==> config.mk <==
export PLATFORM = sky130hd
export DESIGN_NAME = seg7_scan_driver
export DESIGN_NICKNAME = d
export VERILOG_FILES = /design/src/rtl/seg7_scan_driver.sv
export SDC_FILE = /design/constraint.sdc
export NUM_CORES = 1
export LEC_CHECK = 0
export BUFFER_PORTS_ARGS = -buffer_cell sky130_fd_sc_hd__buf_4
export CORE_ASPECT_RATIO = 1.75
export CORE_MARGIN = 5
export CORE_UTILIZATION = 54
export CTS_BUF_LIST = sky130_fd_sc_hd__clkbuf_4 sky130_fd_sc_hd__clkbuf_8
export DETAILED_ROUTE_END_ITERATION = 8
export PLACE_DENSITY = 0.85
export SETUP_SLACK_MARGIN = 0.4
export SLEW_MARGIN = 20
export SYNTH_ARGS = -nofsm -noshare
export SYNTH_HDL_FRONTEND = slang
export SYNTH_SLANG_ARGS = --single-unit
==> constraint.sdc <==
create_clock -name clk -period 12.26 [get_ports clk]
set_clock_uncertainty 0.2 [all_clocks]
set_input_delay 3.678 -clock clk [delete_from_list [all_inputs] [get_ports clk]]
set_output_delay 3.678 -clock clk [all_outputs]
set_load 0.01 [all_outputs]
==> src/rtl/seg7_scan_driver.sv <==
// seg7_scan_driver: multiplexed 7-segment scanner with tear-free shadow load, dead time and leading-zero blanking
//   clk, rst        : clock, synchronous active-high reset
//   value, dp, load : packed hex digits and decimal points, captured into the shadow on load
//   lz_blank        : live leading-zero suppression enable
//   seg, dig        : registered segment byte (a..g,dp) and digit enables
//   frame_tick      : one-cycle pulse on the last cycle of each frame
module seg7_scan_driver #(
    parameter int DIGITS         = 4,
    parameter int CLK_DIV        = 50000,
    parameter int DEAD           = 2,
    parameter int SEG_ACTIVE_LOW = 1,
    parameter int DIG_ACTIVE_LOW = 1
) (
    input  logic                  clk,
    input  logic                  rst,
    input  logic [4*DIGITS-1:0]   value,
    input  logic [DIGITS-1:0]     dp,
    input  logic                  load,
    input  logic                  lz_blank,
    output logic [7:0]            seg,
    output logic [DIGITS-1:0]     dig,
    output logic                  frame_tick
);
    localparam int PW = $clog2(CLK_DIV);
    localparam int IW = DIGITS > 1 ? $clog2(DIGITS) : 1;
    localparam logic [7:0] SEG_OFF = SEG_ACTIVE_LOW != 0 ? 8'hFF : 8'h00;
    localparam logic [7:0] SEG_INV = SEG_ACTIVE_LOW != 0 ? 8'h00 : 8'hFF;
    localparam logic [DIGITS-1:0] DIG_OFF = DIG_ACTIVE_LOW != 0 ? '1 : '0;
    localparam logic [DIGITS-1:0] DIG_INV = DIG_ACTIVE_LOW != 0 ? '0 : '1;
    localparam logic [7:0] GLYPH [16] = '{
        8'h03, 8'h9F, 8'h25, 8'h0D, 8'h99, 8'h49, 8'h41, 8'h1F,
        8'h01, 8'h09, 8'h11, 8'hC1, 8'h63, 8'h85, 8'h61, 8'h71
    };

    logic [PW-1:0]         phase_q, phase_d;
    logic [IW-1:0]         idx_q, idx_d;
    logic [4*DIGITS-1:0]   shadow_val_q, shadow_val_d, disp_val_q, disp_val_d;
    logic [DIGITS-1:0]     shadow_dp_q, shadow_dp_d, disp_dp_q, disp_dp_d;
    logic [7:0]            seg_q, seg_d, seg_raw;
    logic [DIGITS-1:0]     dig_q, dig_d;
    logic                  tick_q, tick_d;
    logic                  phase_wrap, frame_start, live, sup;
    logic [3:0]            nib;

    always_comb begin
        phase_wrap   = phase_q == PW'(CLK_DIV - 1);
        frame_start  = phase_q == '0 && idx_q == '0;
        phase_d      = phase_wrap ? '0 : phase_q + 1'b1;
        idx_d        = !phase_wrap ? idx_q : (idx_q == IW'(DIGITS - 1) ? '0 : idx_q + 1'b1);
        shadow_val_d = load ? value : shadow_val_q;
        shadow_dp_d  = load ? dp : shadow_dp_q;
        // The frame being started shows the shadow as it stood before this edge
        disp_val_d   = frame_start ? shadow_val_q : disp_val_q;
        disp_dp_d    = frame_start ? shadow_dp_q : disp_dp_q;
        nib          = disp_val_d[{idx_q, 2'b00} +: 4];
        // Digit k is a leading zero when every nibble from k upward is zero
        sup          = lz_blank && idx_q != '0 && (disp_val_d >> {idx_q, 2'b00}) == '0;
        seg_raw      = {GLYPH[nib][7:1] | {7{sup}}, ~disp_dp_d[idx_q]};
        live         = phase_q >= PW'(DEAD);
        seg_d        = live ? seg_raw ^ SEG_INV : SEG_OFF;
        dig_d        = live ? ~(DIGITS'(1) << idx_q) ^ DIG_INV : DIG_OFF;
        tick_d       = phase_wrap && idx_q == IW'(DIGITS - 1);
    end

    always_ff @(posedge clk) begin
        if (rst) begin
            phase_q      <= '0;
            idx_q        <= '0;
            shadow_val_q <= '0;
            shadow_dp_q  <= '0;
            disp_val_q   <= '0;
            disp_dp_q    <= '0;
            seg_q        <= SEG_OFF;
            dig_q        <= DIG_OFF;
            tick_q       <= 1'b0;
        end else begin
            phase_q      <= phase_d;
            idx_q        <= idx_d;
            shadow_val_q <= shadow_val_d;
            shadow_dp_q  <= shadow_dp_d;
            disp_val_q   <= disp_val_d;
            disp_dp_q    <= disp_dp_d;
            seg_q        <= seg_d;
            dig_q        <= dig_d;
            tick_q       <= tick_d;
        end
    end

    assign seg        = seg_q;
    assign dig        = dig_q;
    assign frame_tick = tick_q;
endmodule

==> qor.csv <==
metric,value,unit
Synth Register Bits,71,
initial antenna violation count,0,
most frequent cell after synthesis,dfxtp_1,
vias,2688,
Startpoint Class,input pin,
final hold violations,0,
final period utilization,41.84,%
syn avg cell area,9.540,µm²
"CP delay by family, top",compound AO/OA/AOI/OAI gates,
Core Area,6181,µm²
Die Height,115.5,µm
Place WS,6.730,ns
global-route wire length before repair,12.14,mm
Final Non-Filler Cells,476,
num rows,38,
clock-pin slew on the worst setup and hold paths,0.07,ns
final setup vio count,0,
chip width,70.29,µm
worst relative slew slack,52.73,%
GR Util met1,19.98,%
met3 usage,3.993,%
global routing met2 resource utilization,34.04,%
Synth-to-Final Area Change,14.35,%
post-route minimum period,5.130,ns
outcome,completed,
number of synthesized flops with an enable pin,0,
worst-path cell chain,buf_4 > a21oi_1 > inv_1 > a31oi_1 > o311ai_0,
RSZ-0062 raised after global routing,no,
Async SR Flop Fraction,0,%
CTS sink cnt,71,
Slowest cell on crit path,a31oi_1,
DRT Pass-1 Iters,4,
setup tns final,0,ns
crit path kind,in -> reg,
TritonCTS Buffers,9,
top post-synthesis cells by area,"dfxtp_1, mux2i_1, nor2_1, ha_1, mux4_2",
"Clk Latency, worst-skew pair",0.35,ns
most frequent cells after synthesis,"dfxtp_1, nor2_1, mux2i_1",
clk buf depth,2,
# IOs,37,
routability cong.,0.8446,
Slew @ Worst Pin,0.7081,ns
Post-Syn Area,3435,µm²
CTS Root Cell,clkbuf_8,
# diodes,0,
# fillers,542,
Cell Pwr Density,130.8,nW/µm²
gr ovfl total,0,
maximum clock rate,194.9,MHz
largest net degree at the start of global routing,47,
post-synthesis sequential area ratio,41.38,%
Buf/Inv on CP,2,
Inst Count DP,460,
starting density of the core,55.57,%
Synth Net Count,396,
final layout net count,427,
"Primary FF master, synth",dfxtp_1,
Crit path arrival time,5.12,ns
DRT iter0 DRCs,188,
Sequential cell area,1421,µm²
CP max stage delay,0.44,ns
CTS H-tree depth,3,
PnR worst setup slack,7.130,ns
worst vdd ir,0.1125,mV
CP endpoint kind,flip-flop,
GR peak layer,met2,
top cell type's share of synthesized area,41.38,%
number of global-route vias before repair,2736,
pins over their slew limit,0,
CP required,12.25,ns
# Post-CTS Setup Buffers,0,
synth unique cells,43,
wire length per cell,14.82,µm
CP Max Fanout,46,
multi-input logic area,1869,µm²
Routed WL,7.055,mm
CTS Hold Bufs,0,
layout cells sized above 1,16.67,%
Hold Path Class,reg -> reg,
Yosys top cell by area,dfxtp_1,
leak pwr,1.634,nW
synth warn,0,
Routed Antenna Nets,0,
die area,8118,µm²
Post-Synthesis Cells,360,
I/O Buffers,36,
GRT Total Usage,19.04,%
max-cap violations,0,
Final HPWL DP,5.224,mm
CTS tree,done,
Post-route DRC,0,
vias per cell,5.647,
CTS resizes,0,
cell families (layout without fill, tap and decap cells):
| kind of cell | count (synthesis) | count (layout) | share of synthesized area (%) |
|---|---|---|---|
| and+or+nand+nor | 131 | 131 | 19.27 |
| DFF | 71 | 71 | 41.38 |
| muxes | 52 | 52 | 18.51 |
| AOI/OAI and AO/OA | 47 | 47 | 8.707 |
| buffers and inverters | 33 | 69 | 4.189 |
| xor gates and xnor gates | 14 | 14 | 3.570 |
| adders and majority gates | 12 | 12 | 4.371 |
per-stage QoR:
| stage | util, % | power, mW | area [µm²] | hold WS (ns) |
|---|---|---|---|---|
| 2_1_floorplan | - | 0.3098 | 3435 | 0.2256 |
| 3_3_place_gp | 60.26 | 0.3281 | 3725 | 0.2397 |
| 3_5_place_dp | 60.26 | 0.3298 | 3725 | 0.2452 |
| 4_1_cts | 63.54 | 0.5184 | 3928 | 0.2614 |
| 5_1_grt | 63.54 | 0.5373 | 3928 | 0.3163 |
| 6_report | 63.54 | 0.5137 | 3928 | 0.2584 |
area by class of cell:
type                       count  share of cell area [%]
inverter                      17                   1.625
clock buffer                  13                   4.078
timing repair buffer          36                   6.881
multi-input combinational    256                   47.59
clock inverter                 3                   1.083
tap                           80                   2.549
sequential                    71                   36.19
report_power, final:
part | internal [mW] | leakage (nW) | switching, mW
clock | 0.106 | 0.104 | 0.0824
sequential | 0.242 | 0.580 | 0.00797
combinational | 0.0363 | 0.950 | 0.0391
total | 0.384 | 1.63 | 0.129
per-layer routing:
layer	part of all wire [%]	routed length (µm)
met3	5.3	373
met2	52	3690
met4	3.6	252
met5	0	0
met1	39	2738
layout by cell type, fill, tap and decap left out, drive strengths merged, types with 2 or more instances in the layout:
cell type and instances:
a211oi 3, a21boi 4, a21oi 11, and3 3, buf 36, clkbuf 13, dfxtp 71, ha 12
inv 17, mux2 3, mux2i 41, mux4 8, nand2 22, nand2b 3, nand3 15, nor2 60
nor2b 2, nor3 7, nor4 9, o211ai 6, o21ai 12, o22a 2, o22ai 3, or3 4
or4 2, xnor2 6, xor2 8
final timing paths:
kind	slack, ns	cells past startpoint	to	startpoint
max	7.13	5	seg[5]	rst
min	0.26	1	phase_q[0]	phase_q[0]
max reg2reg	7.91	13	seg[7]	idx_q[1]
min reg2reg	0.26	1	phase_q[0]	phase_q[0]
flip-flops by register name (all words and copies together) (netlist names):
signal,cells
phase_q,16
idx_q,2
seg,8
frame_tick,1
dig,4
disp_val_q,16
shadow_dp_q,4
disp_dp_q,4
shadow_val_q,16
Power figures use the tool's default switching activity.
